## config.mk

```make
export PLATFORM = sky130hd
export DESIGN_NAME = sd_modulator_2nd_flat
export DESIGN_NICKNAME = d
export VERILOG_FILES = /design/src/rtl/sd_modulator_2nd_if.sv /design/src/rtl/sd_modulator_2nd.sv /design/src/flat_wrapper.sv
export SDC_FILE = /design/constraint.sdc
export NUM_CORES = 1
export LEC_CHECK = 0
export BUFFER_PORTS_ARGS = -buffer_cell sky130_fd_sc_hd__buf_2
export CAP_MARGIN = 5
export CELL_PAD_IN_SITES_DETAIL_PLACEMENT = 0
export CELL_PAD_IN_SITES_GLOBAL_PLACEMENT = 2
export CORE_AREA = 3 3 108 131
export DETAILED_ROUTE_END_ITERATION = 10
export DIE_AREA = 0 0 111 134
export PLACE_DENSITY = 0.95
export SYNTH_ARGS = -nofsm -noshare
export SYNTH_HDL_FRONTEND = slang
export SYNTH_SLANG_ARGS = --single-unit
```

## constraint.sdc

```tcl
create_clock -name clk -period 13.5 [get_ports clk]
set_input_delay 2.7 -clock clk [delete_from_list [all_inputs] [get_ports clk]]
set_output_delay 2.7 -clock clk [all_outputs]
set_load 0.01 [all_outputs]
```

## src/rtl/sd_modulator_2nd_if.sv

```systemverilog
// Sample/bitstream bus between the interpolator, the sigma-delta modulator and status readers.
// The master drives the strobed samples and the overload clear; the slave returns the bitstream and status.
interface sd_modulator_2nd_if #(
    parameter int DATA_W = 16
);
    logic                     clk_enable;
    logic                     in_valid;
    logic signed [DATA_W-1:0] input_data;
    logic                     overload_clr;
    logic                     dac_out;
    logic                     out_valid;
    logic                     overload;
    logic [15:0]              sat_count;

    modport master (
        output clk_enable, in_valid, input_data, overload_clr,
        input  dac_out, out_valid, overload, sat_count
    );

    modport slave (
        input  clk_enable, in_valid, input_data, overload_clr,
        output dac_out, out_valid, overload, sat_count
    );
endinterface

```

## src/rtl/sd_modulator_2nd.sv

```systemverilog
// Second-order single-bit sigma-delta modulator with saturating integrators.
// Also reports saturation through a sticky overload flag and a saturating event counter.
module sd_modulator_2nd #(
    parameter int DATA_W = 16,
    parameter int ACC_W  = 20
) (
    input  logic              clk,
    input  logic              reset,
    sd_modulator_2nd_if.slave bus
);
    localparam int SUM_W = ACC_W + 2;

    typedef logic signed [ACC_W-1:0] acc_t;
    typedef logic signed [SUM_W-1:0] sum_t;

    localparam sum_t SAT_HI = {3'b000, {(ACC_W-1){1'b1}}};
    localparam sum_t SAT_LO = {3'b111, {(ACC_W-1){1'b0}}};
    localparam sum_t FB_POS = {{(SUM_W-DATA_W){1'b0}}, 1'b1, {(DATA_W-1){1'b0}}};
    localparam sum_t FB_NEG = {{(SUM_W-DATA_W+1){1'b1}}, {(DATA_W-1){1'b0}}};

    acc_t        int1_q, int1_d;
    acc_t        int2_q, int2_d;
    logic        dac_q;
    logic        out_valid_q;
    logic        overload_q;
    logic [15:0] sat_count_q;

    logic step, y, sat1, sat2, sat_step;
    sum_t x_ext, fb, sum1, sum2;

    always_comb begin
        step  = bus.clk_enable & bus.in_valid;
        // Quantizer looks at the pre-update int2, so feedback and output agree in the same step.
        y     = ~int2_q[ACC_W-1];
        fb    = y ? FB_POS : FB_NEG;
        x_ext = sum_t'(bus.input_data);
        sum1  = sum_t'(int1_q) + x_ext - fb;
        sum2  = sum_t'(int2_q) + sum_t'(int1_q) - fb;

        sat1   = 1'b0;
        int1_d = sum1[ACC_W-1:0];
        if (sum1 > SAT_HI) begin
            sat1   = 1'b1;
            int1_d = SAT_HI[ACC_W-1:0];
        end else if (sum1 < SAT_LO) begin
            sat1   = 1'b1;
            int1_d = SAT_LO[ACC_W-1:0];
        end

        sat2   = 1'b0;
        int2_d = sum2[ACC_W-1:0];
        if (sum2 > SAT_HI) begin
            sat2   = 1'b1;
            int2_d = SAT_HI[ACC_W-1:0];
        end else if (sum2 < SAT_LO) begin
            sat2   = 1'b1;
            int2_d = SAT_LO[ACC_W-1:0];
        end

        sat_step = step & (sat1 | sat2);
    end

    always_ff @(posedge clk) begin
        if (reset) begin
            int1_q      <= '0;
            int2_q      <= '0;
            dac_q       <= 1'b0;
            out_valid_q <= 1'b0;
            overload_q  <= 1'b0;
            sat_count_q <= '0;
        end else begin
            out_valid_q <= step;
            if (step) begin
                int1_q <= int1_d;
                int2_q <= int2_d;
                dac_q  <= y;
            end
            // A saturating step outranks a simultaneous clear.
            if (sat_step) begin
                overload_q <= 1'b1;
                if (sat_count_q != 16'hFFFF)
                    sat_count_q <= sat_count_q + 16'd1;
            end else if (bus.overload_clr) begin
                overload_q <= 1'b0;
            end
        end
    end

    assign bus.dac_out   = dac_q;
    assign bus.out_valid = out_valid_q;
    assign bus.overload  = overload_q;
    assign bus.sat_count = sat_count_q;
endmodule

```

## src/flat_wrapper.sv

```systemverilog
// flat-port wrapper written by rule: the top's interface ports become plain ports
module sd_modulator_2nd_flat 
#(
    parameter int DATA_W = 16,
    parameter int ACC_W  = 20
)
  (clk, reset, bus_clk_enable, bus_in_valid, bus_input_data, bus_overload_clr, bus_dac_out, bus_out_valid, bus_overload, bus_sat_count);
  sd_modulator_2nd_if #(.DATA_W(DATA_W)) bus_i ();
  input  logic clk;
  input  logic reset;
  input wire logic [$bits(bus_i.clk_enable)-1:0] bus_clk_enable;
  input wire logic [$bits(bus_i.in_valid)-1:0] bus_in_valid;
  input wire logic [$bits(bus_i.input_data)-1:0] bus_input_data;
  input wire logic [$bits(bus_i.overload_clr)-1:0] bus_overload_clr;
  output wire logic [$bits(bus_i.dac_out)-1:0] bus_dac_out;
  output wire logic [$bits(bus_i.out_valid)-1:0] bus_out_valid;
  output wire logic [$bits(bus_i.overload)-1:0] bus_overload;
  output wire logic [$bits(bus_i.sat_count)-1:0] bus_sat_count;
  assign bus_i.clk_enable = bus_clk_enable;
  assign bus_i.in_valid = bus_in_valid;
  assign bus_i.input_data = bus_input_data;
  assign bus_i.overload_clr = bus_overload_clr;
  assign bus_dac_out = bus_i.dac_out;
  assign bus_out_valid = bus_i.out_valid;
  assign bus_overload = bus_i.overload;
  assign bus_sat_count = bus_i.sat_count;
  sd_modulator_2nd #(.DATA_W(DATA_W), .ACC_W(ACC_W)) u_core (.clk(clk), .reset(reset), .bus(bus_i));
endmodule
```

Yosys cells after proc, flatten, opt, wreduce, memory -nomap -nowiden. Cells that the tools add are included.

Register bits: 59. Bits of input ports: 21. Output and inout bits: 19. Logic and storage cells: 33.

Add/subtract/negate cells: 5. Order comparisons: 4. Eq/ne operators: 1. Multiplexer cells: 11. Bitwise gates (word level): 4. Reduce and logical (&&, ||, !) cells: 2.

Operator list (count): 2-to-1 mux 20 bit (4); greater-than comparator 22 x 20 -> 1 bit (second input constant) (2); < comparator 22 x 20 -> 1 bit (second input constant) (2); subtractor 22 bit (2); 2-to-1 mux 22 bit (1); adder 20 x 16 -> 21 bit (1); adder 20 x 20 -> 21 bit (1); adder 16 x 1 -> 16 bit (second input constant) (1); inequality test 16 bit (second input constant) (1); 2-to-1 mux 1 bit (6); AND 1 bit (2); AND reduction 2 bit (1); nonzero test 2 bit (1); NOT 1 bit (1); OR 1 bit (1).

Logic depth before layout (Yosys ltp). Gate-level depths: netlist (run 1).

Depth in word-level cells: 8. Gate-level depth with buffers: 25. Gate-level depth less buffers: 22.

Worst setup path after synthesis (run 1). No wires, ideal clock.

Path kind: input port to flip-flop. From: input bus_input_data[0]. To: register u_core.sat_count_q[5], in the netlist u_core.bus.sat_count[5]. Setup time: 121 ps. Arrival: 6947 ps. Required time: 13379 ps. Path slack: 6433 ps. Stages on the path: 25. Path buffers: 3. Cells stage by stage: ha_1 > inv_1 > fa_1 > nor2b_1 > o21ai_0 > a21boi_0 > o211ai_1 > nand3_1 > and4_1 > o21a_1 > nor2_1 > xnor2_1 > ha_1 > nor2_1 > a21oi_1 > xor2_1 > buf_2 > nor4_1 > nor3_1 > o211ai_1 > o221a_1 > buf_6 > buf_6 > nor3_1 > mux2_2.

Longest elaborated chain between the ends: 8. Elaborated cells between the ends (all ways): 9. Those cells by class: add/sub: 2; order compare: 2; mux: 2; bitwise: 2; reduce/logical: 1.

Ends and longest elaborated chain: start: declaration (RTL line flat_wrapper.sv:13) `input wire logic [$bits(bus_i.input_data)-1:0] bus_input_data;`; adder 20 x 16 -> 21 bit (*) (RTL line sd_modulator_2nd.sv:37) `sum1 = sum_t'(int1_q) + x_ext - fb;`; subtractor 22 bit (*) (RTL line sd_modulator_2nd.sv:37); < comparator 22 x 20 -> 1 bit (RTL line sd_modulator_2nd.sv:45) `end else if (sum1 < SAT_LO) begin`; 2-to-1 mux 1 bit (RTL line sd_modulator_2nd.sv:45); 2-to-1 mux 1 bit (*) (RTL line sd_modulator_2nd.sv:42) `if (sum1 > SAT_HI) begin`; OR 1 bit (*) (RTL line sd_modulator_2nd.sv:60) `sat_step = step & (sat1 | sat2);`; AND 1 bit (*) (RTL line sd_modulator_2nd.sv:60); AND reduction 2 bit (no source line) (*); end signal: assignment (RTL line sd_modulator_2nd.sv:82) `sat_count_q <= sat_count_q + 16'd1;`; end: declaration (RTL line sd_modulator_2nd.sv:26) `logic [15:0] sat_count_q;`.

Mark *: on every way between the ends. The rest lies on a longest branch, timed or not. A chain may end at the register's enable or synchronous reset.

Worst setup path in the final report (run 1).
From: input bus_input_data[0]. To: register u_core.sat_count_q[15], in the netlist u_core.bus.sat_count[15].

The elaborated chain is that of the path after synthesis.

==> impl_metrics.ini, run 1 <==
[outcome]
status = finished clean

[placed_design]
pre_cts_slack_ps = 5240
hpwl_mm = 9.33
dpl_cell_area_mm2 = 0.00537
place_congestion = 0.864
portBuffers = 39

[power_and_ir_drop]
p_leak_nw = 2.45
share_comb_of_total_power = 0.657
pwr-share-seq = 0.171
power_density_mw_per_mm2 = 251
clkPwrFrac = 0.172
p_sw_w = 0.000701
swShare = 0.490
irDropWorstVdd_uv = 147
intPower_w = 0.000728

[synthesis]
yosysTopAreaCell = dfxtp_1
synth_seq_cells = 59
netlist_area_mm2 = 0.00505
syn_inst = 646
ys_seq_area_frac = 0.234
yosys-top-cells-area = dfxtp_1 (23%), ha_1 (13%), a211oi_1 (5.6%)
async_flop_share = 0
netlist.area_leader.share = 0.234
synthTopCellsByCount = nor2_1 (74), dfxtp_1 (59), nand2_1 (57)
syn-num-nets = 722
synth.most_common_cell = nor2_1
ys_types = 66
syn_avg_cell_area_um2 = 7.82
ys_warn_count = 0
synth_enable_flop_cells = 0
synth_ff_type = dfxtp_1

[detailed_routing]
wl_per_cell_um = 15.1
vias = 4774
drt-initial-drc-count = 264
wl_mm = 12.8
drc = 0
first_pass_iters = 5
vias_per_cell = 5.64
postRouteAntennaNets = 0

[finish]
multi_input_area_mm2 = 0.00367
diodes = 0
post-route-util = 0.435
seqCellArea_mm2 = 0.00118
final_cell_area_mm2 = 0.00569
syn2layout_area_growth_pct = 12.7
nFillCells = 1318
drive_above_1_share = 0.105
final_nets = 750

[worst_setup_path]
worstSetupPathType = input port to flop
cp-end-kind = flop
critical_path.max_fanout = 28
start_kind = input port
cp_data_arrival_time_ps = 8150
worstPathRequired_ps = 13710

[timing]
relSlewSlack = 0.321
rsz0062_at_grt = false
max_freq_ghz = 0.126
skew_ps = 6.33
fin_setup_tns_ps = 0
whs_ps = 475
drv_slew = 0
fin_crit_ps = 7940
period_share = 0.588
final-setup-viol-count = 0
worst_slew_pin_slew_ps = 1020
finalHoldViolCount = 0
setup_ws_ps = 5560

[cts]
holdBufCountCts = 0
cts_resized = 0
clk_latency_ps = 330
clock_path_buffers = 2
clkSinkCount = 59
clockRootBuffer = clkbuf_16
cts-buffers-inserted = 9
cts_setup_buffers = 0
clkTransAtPathRegs_ps = 50
h-tree-depth = 3
tritoncts = yes

[grt]
grt_first_pass_wirelength_mm = 21.6
antenna_found_initial = 0
grt_overflow = 0
grt_pass1_vias = 4503
grt_max_degree = 60
grt_usage = 0.173

[floorplanning]
core_area_mm2 = 0.0131
pin_count = 40
start_util = 0.387
die_x_um = 111
rows = 46
die_h_um = 134
die_area_mm2 = 0.0149

[job]
maxCapViolations = 0

[worst_hold_path]
hold_class = flop to flop
[stage by stage]
stage                     std cells  power (W)
after floorplan                 646    0.00101
after CTS                       846    0.00143
after detailed placement        831    0.00118
final                           846    0.00143
after global placement          831    0.00116
after global routing            846    0.00157
[registers in the layout (all words and copies together) (netlist names)]
register / count
u_core.bus.sat_count: 16
u_core.bus.out_valid: 1
u_core.int2_q: 20
u_core.int1_q: 20
u_core.bus.overload: 1
u_core.bus.dac_out: 1
[critical path: stages]
cell      delay (ps)
buf_2             90
ha_1             190
inv_1             60
fa_1             400
nor2b_1          120
o21ai_0          100
a21boi_0         430
o211ai_1         270
nand3_1          140
and4_1           210
o21a_1           140
nor2_1            50
xnor2_1          120
ha_1             360
nor2_1            60
a21oi_1          200
xor2_1           600
and2_1           220
o21bai_1          70
o211ai_1         270
o221a_1          850
nor3_1           160
mux2_1           340
[cell usage in the layout (no fill, tap or decap), types with 3 or more instances in the layout]
cell type,n
a211o_1,4
a211oi_1,38
a21boi_0,4
a21o_1,13
a21oi_1,49
a31oi_1,7
and2_1,5
and3_1,7
buf_2,39
buf_4,3
clkbuf_16,9
dfxtp_1,59
fa_1,4
ha_1,51
inv_1,25
mux2i_1,3
nand2_1,57
nand2b_1,16
nand3_1,18
nand3b_1,3
nand4_1,7
nor2_1,74
nor2b_1,8
nor3_1,10
nor4_1,6
o2111ai_1,3
o211ai_1,6
o21a_1,13
o21ai_0,27
o21bai_1,6
o22ai_1,3
o31ai_1,11
or3_1,7
or4_1,9
xnor2_1,25
xor2_1,8
[metal layers]
layer | global-route usage | vias up | routed length (um)
met5 | 0 | - | 0
met4 | 0.0595 | 0 | 198
met3 | 0.0226 | 14 | 497
met2 | 0.297 | 96 | 6100
met1 | 0.225 | 2210 | 5990
li1 | - | 2454 | -
[final cells by class]
class	count	area share
flip-flops and latches	59	0.208
multi-input cells	537	0.645
repair buffers	42	0.0383
clock buffers	10	0.0420
well taps	168	0.0369
inverters	25	0.0165
clock inverters	5	0.0136
[kinds of logic after synthesis]
| kind of cell | share of synthesized area |
|---|---|
| compound gates | 0.273 |
| buf+inv | 0.0416 |
| xor+xnor | 0.0617 |
| fa+ha+maj | 0.142 |
| flops | 0.234 |
| simple gates | 0.235 |
| mux | 0.0126 |
[power by group through the flow]
stage          Clock [W]  Sequential (W)  Combinational, W
4_1_cts         0.000252        0.000244          0.000939
3_3_place_gp           0        0.000246          0.000913
5_1_grt         0.000258        0.000249           0.00107
6_report        0.000246        0.000244          0.000939
3_5_place_dp           0        0.000247          0.000933
2_1_floorplan          0        0.000237          0.000771
[final timing paths]
check / start / to / slack [ps] / depth (start not counted)
max: bus_input_data[0] / u_core.bus.sat_count[15] / 5560 / 23
min: u_core.bus.overload / u_core.bus.overload / 480 / 2
max reg2reg: u_core.int1_q[0] / u_core.bus.sat_count[3] / 7180 / 22
min reg2reg: u_core.bus.overload / u_core.bus.overload / 480 / 2
Note: power is estimated with default switching activity, not from simulation.
==> inputs of run 2 (changes only) <==
--- a/config.mk
+++ b/config.mk
@@ -9,10 +9,10 @@
 export CAP_MARGIN = 5
 export CELL_PAD_IN_SITES_DETAIL_PLACEMENT = 0
 export CELL_PAD_IN_SITES_GLOBAL_PLACEMENT = 2
-export CORE_AREA = 3 3 108 131
+export CORE_AREA = 3 3 113 136
 export DETAILED_ROUTE_END_ITERATION = 10
-export DIE_AREA = 0 0 111 134
-export PLACE_DENSITY = 0.95
+export DIE_AREA = 0 0 116 139
+export PLACE_DENSITY = 0.91
 export SYNTH_ARGS = -nofsm -noshare
 export SYNTH_HDL_FRONTEND = slang
 export SYNTH_SLANG_ARGS = --single-unit
==> constraint.sdc (replaced) <==
create_clock -name clk -period 7.9 [get_ports clk]
set_input_delay 1.58 -clock clk [delete_from_list [all_inputs] [get_ports clk]]
set_output_delay 1.58 -clock clk [all_outputs]
set_load 0.01 [all_outputs]
==> run 2 against run 1 <==
Final area is 0.18% lower. Combinational power rose by 70%. Worst hold slack got worse by 7.3 ps. Worst setup slack worse by 4500 ps. Clock-buffer cell count is 2 higher. Via count fell by 0.23%. Sequential cell count unchanged. Core utilization shrank 3.8 points. Clock power is 61% higher. Cell count rose by 1.1%. Non-clock buffer count rose by 1. Critical path type unchanged. Sequential share of layout area hardly changed.
==> impl_metrics.ini, run 2 (synthesis results as in run 1) <==
[worst_setup_path]
worstPathRequired_ps = 8120
start_kind = input port
cp_data_arrival_time_ps = 7090
worstSetupPathType = input port to flop
critical_path.max_fanout = 28
cp-end-kind = flop

[timing]
max_freq_ghz = 0.145
period_share = 0.870
final-setup-viol-count = 0
fin_crit_ps = 6870
worst_slew_pin_slew_ps = 1020
rsz0062_at_grt = false
finalHoldViolCount = 0
relSlewSlack = 0.318
drv_slew = 0
fin_setup_tns_ps = 0
skew_ps = 6.35

[cts]
clkTransAtPathRegs_ps = 60
cts_resized = 0
cts_setup_buffers = 0
tritoncts = yes
clkSinkCount = 59
cts-buffers-inserted = 9
clockRootBuffer = clkbuf_16
clk_latency_ps = 330
holdBufCountCts = 0
clock_path_buffers = 2
h-tree-depth = 3

[grt]
grt_max_degree = 60
grt_pass1_vias = 4562
grt_overflow = 0
antenna_found_initial = 0
grt_first_pass_wirelength_mm = 21.6
grt_usage = 0.161

[placed_design]
place_congestion = 0.794
portBuffers = 39
hpwl_mm = 9.61

[worst_hold_path]
hold_class = flop to flop

[floorplanning]
die_area_mm2 = 0.0161
rows = 48
die_x_um = 116
core_area_mm2 = 0.0143
pin_count = 40
die_h_um = 139
start_util = 0.353

[finish]
final_nets = 751
final_cell_mix = nor2_1 (74), dfxtp_1 (59), nand2_1 (57), ha_1 (51), a21oi_1 (49)
diodes = 0
layout_commonest_cell = nor2_1
drive_above_1_share = 0.104
nFillCells = 1490
post-route-util = 0.397
syn2layout_area_growth_pct = 12.5

[power_and_ir_drop]
share_comb_of_total_power = 0.664
swShare = 0.497
pwr-share-seq = 0.173
intPower_w = 0.00121
clkPwrFrac = 0.164
power_density_mw_per_mm2 = 425
irDropWorstVdd_uv = 210
p_leak_nw = 2.43
p_sw_w = 0.00120

[detailed_routing]
drc = 0
wl_per_cell_um = 15.1
first_pass_iters = 4
vias_per_cell = 5.57
postRouteAntennaNets = 0
drt-initial-drc-count = 208
wl_mm = 12.9
vias = 4763

[outcome]
status = finished clean

[job]
maxCapViolations = 0
==> run 2: cell types whose count changed in the layout (fill, tap and decap cells not counted) <==
cell and change:
clkinv_2 -1, nor3_2 +1, clkbuf_1 +2, nor3_4 -1, buf_4 +1, clkinvlp_4 +1
bufinv_16 -1
==> run 2: path summary, 6_finish.rpt <==
| check | startpoint | end | slack (ps) | cells past startpoint |
|---|---|---|---|---|
| max | bus_input_data[0] | u_core.bus.sat_count[15] | 1030 | 23 |
| min | u_core.bus.overload | u_core.bus.overload | 470 | 2 |
| max reg2reg | u_core.int1_q[0] | u_core.bus.sat_count[14] | 1640 | 22 |
| min reg2reg | u_core.bus.overload | u_core.bus.overload | 470 | 2 |
==> run 2: routing by layer <==
| layer | global-route usage | vias up | share of wire |
|---|---|---|---|
| met3 | 0.0227 | 8 | 0.032 |
| li1 | - | 2450 | - |
| met5 | 0 | - | 0 |
| met2 | 0.272 | 69 | 0.49 |
| met4 | 0.0385 | 0 | 0.0087 |
| met1 | 0.213 | 2236 | 0.47 |
==> run 2: cell type report <==
type,count,area (um^2),share of cell area
repair buffers,43,225,0.0397
well taps,175,219,0.0386
multi-input cells,537,3660,0.645
flip-flops and latches,59,1180,0.208
clock buffers,12,246,0.0434
clock inverters,4,50.0,0.00881
inverters,25,93.8,0.0165
==> run 2: through the flow <==
stage	total power [W]	hold slack [ps]	std cells	instance area, um^2	setup slack [ps]
final	0.00242	468	855	5680	1030
after global routing	0.00265	502	855	5680	345
after CTS	0.00242	472	855	5680	1050
after detailed placement	0.00202	463	839	5380	695
after global placement	0.00199	460	839	5380	922
after floorplan	0.00172	471	646	5050	1950
==> run 2: worst max-delay path, cell delays in order <==
cell	delay (ps)
buf_2	90
ha_1	180
inv_1	60
fa_1	400
nor2b_1	110
o21ai_0	100
a21boi_0	450
o211ai_1	260
nand3_1	130
and4_1	220
o21a_1	140
nor2_1	50
xnor2_1	130
ha_1	360
nor2_1	60
a21oi_1	210
xor2_1	610
nor4b_1	340
nor3_1	90
o211ai_1	150
o221a_1	850
nor3_1	160
mux2_1	340
==> run 2: power groups by stage <==
stage / clock network, W / logic (W) / registers [W]
final: 0.000396 / 0.00160 / 0.000417
after CTS: 0.000402 / 0.00161 / 0.000417
after global routing: 0.000412 / 0.00181 / 0.000425
after floorplan: 0 / 0.00132 / 0.000405
after global placement: 0 / 0.00157 / 0.000421
after detailed placement: 0 / 0.00160 / 0.000423
==> inputs of run 3 (changes only) <==
--- a/config.mk
+++ b/config.mk
@@ -5,13 +5,14 @@
 export SDC_FILE = /design/constraint.sdc
 export NUM_CORES = 1
 export LEC_CHECK = 0
-export BUFFER_PORTS_ARGS = -buffer_cell sky130_fd_sc_hd__buf_2
+export BUFFER_PORTS_ARGS = -buffer_cell sky130_fd_sc_hd__buf_4
 export CAP_MARGIN = 5
 export CELL_PAD_IN_SITES_DETAIL_PLACEMENT = 0
 export CELL_PAD_IN_SITES_GLOBAL_PLACEMENT = 2
-export CORE_AREA = 3 3 113 136
+export CORE_AREA = 2 2 112 135
 export DETAILED_ROUTE_END_ITERATION = 10
-export DIE_AREA = 0 0 116 139
+export DIE_AREA = 0 0 114 137
+export MAX_ROUTING_LAYER = met4
 export PLACE_DENSITY = 0.91
 export SYNTH_ARGS = -nofsm -noshare
 export SYNTH_HDL_FRONTEND = slang
==> run 3 against run 2 <==
Core utilization grew 0.39 points. Combinational power is essentially flat. Sequential cell count is the same. Critical path depth is the same. Sequential power is essentially flat. First-iteration DRC count grew 26%. Sequential share of layout area shrank 0.20 points. Clock-buffer cell count shrank 1. Clock skew grew 2.4 ps. Critical endpoint unchanged. Largest power group unchanged.
==> impl_metrics.ini, run 3 (synthesis results as in run 1) <==
[detailed_routing]
drt-initial-drc-count = 263
wl_mm = 12.8
vias = 4762
first_pass_iters = 5
drc = 0
vias_per_cell = 5.58
postRouteAntennaNets = 0
wl_per_cell_um = 15.0

[placed_design]
portBuffers = 39
place_congestion = 0.864
hpwl_mm = 9.58
dp_cells = 838
pre_cts_slack_ps = 749

[cts]
cts_setup_buffers = 0
clk_latency_ps = 330
clkSinkCount = 59
clockRootBuffer = clkbuf_16
holdBufCountCts = 0
h-tree-depth = 3
clock_path_buffers = 2
cts-buffers-inserted = 9
clkTransAtPathRegs_ps = 50
tritoncts = yes
cts_resized = 0

[worst_setup_path]
slowest_delay_ps = 850
critical_path.cell_chain = buf_4 -> ha_1 -> inv_1 -> fa_1 -> nor2b_1 -> o21ai_0 -> a21boi_0 -> o211ai_1 -> nand3_1 -> and4_1 -> o21a_1 -> nor2_1 -> xnor2_1 -> ha_1 -> nor2_1 -> a21oi_1 -> xor2_1 -> and2_1 -> o21bai_1 -> o211ai_1 -> o221a_1 -> nor3_1 -> mux2_1
cp-end-kind = flop
crit_path_top_delay_cell = o221a_1
worstPathRequired_ps = 8120
worst-path-buf-inv = 2
critical_path.max_fanout = 28
worstSetupPathType = input port to flop
start_kind = input port
cp_data_arrival_time_ps = 7100
crit_family = compound AO/OA/AOI/OAI gates

[worst_hold_path]
hold_class = flop to flop

[outcome]
status = finished clean

[job]
maxCapViolations = 0

[grt]
grt_overflow = 0
grt_max_degree = 60
antenna_found_initial = 0
grt_pass1_vias = 4711
grt_usage = 0.178
grt_first_pass_wirelength_mm = 22.1

[finish]
final_nets = 750
nFillCells = 1463
drive_above_1_share = 0.103
post-route-util = 0.401
syn2layout_area_growth_pct = 13.6
multi_input_area_mm2 = 0.00366
seqCellArea_mm2 = 0.00118
final_cell_mix = nor2_1 (74), dfxtp_1 (59), nand2_1 (57), ha_1 (51), a21oi_1 (49)
final_cells = 854
layout_commonest_cell = nor2_1
diodes = 0

[floorplanning]
pin_count = 40
die_area_mm2 = 0.0156
die_x_um = 114
start_util = 0.353
rows = 48
core_area_mm2 = 0.0143
die_h_um = 137

[timing]
final-setup-viol-count = 0
skew_ps = 8.74
worst_slew_pin_slew_ps = 985
finalHoldViolCount = 0
fin_setup_tns_ps = 0
rsz0062_at_grt = false
setup_ws_ps = 1020
fin_crit_ps = 6880
period_share = 0.871
drv_slew = 0
max_freq_ghz = 0.145
relSlewSlack = 0.342

[power_and_ir_drop]
power_density_mw_per_mm2 = 415
p_leak_nw = 2.42
p_total_w = 0.00238
irDropWorstVdd_uv = 204
-- run 3: worst reg2reg max path, delay by kind of cell, from the launching register on --
kind	cells	cell delay [ps]
XOR/XNOR	2	350
multiplexers	1	260
buffers and inverters	1	80
flip-flops	1	350
AO/OA/AOI/OAI	11	3320
adder cells (fa/ha/maj)	3	750
AND/OR/NAND/NOR	4	1190
-- run 3: worst paths after layout --
check	cells after the start	startpoint	slack [ps]	end
max	23	bus_input_data[0]	1020	u_core.bus.sat_count[15]
max reg2reg	22	u_core.int1_q[0]	1530	u_core.bus.sat_count[4]
min reg2reg	2	u_core.bus.overload	470	u_core.bus.overload
min	2	u_core.bus.overload	470	u_core.bus.overload
-- run 3: power breakdown --
group	total (W)	leakage (nW)	switching, W	internal (W)
clock	0.000351	0.125	0.000140	0.000210
combinational	0.00161	1.81	0.00100	0.000607
sequential	0.000418	0.484	0.0000559	0.000362
total	0.00238	2.42	0.00120	0.00118
-- run 3: area by class of cell --
cell class                      count  share of cell area
Inverter                           25              0.0164
Clock inverter                      5             0.00524
Clock buffer                       11              0.0406
Tap cell                          175              0.0382
Timing Repair Buffer               42              0.0550
Multi-Input combinational cell    537               0.639
Sequential cell                    59               0.206
-- run 3: stage by stage --
step                hold slack [ps]  cell area (um^2)
global route                    502              5740
global placement                465              5470
detailed placement              470              5470
CTS                             480              5740
finish                          473              5740
floorplan                       471              5050
-- run 3: layer usage --
| metal | vias to the layer above | global-route usage | routed length [um] |
|---|---|---|---|
| met4 | 0 | 0.0508 | 125 |
| met2 | 93 | 0.307 | 6280 |
| met5 | - | - | 0 |
| li1 | 2452 | - | - |
| met3 | 11 | 0.0252 | 409 |
| met1 | 2206 | 0.215 | 6020 |
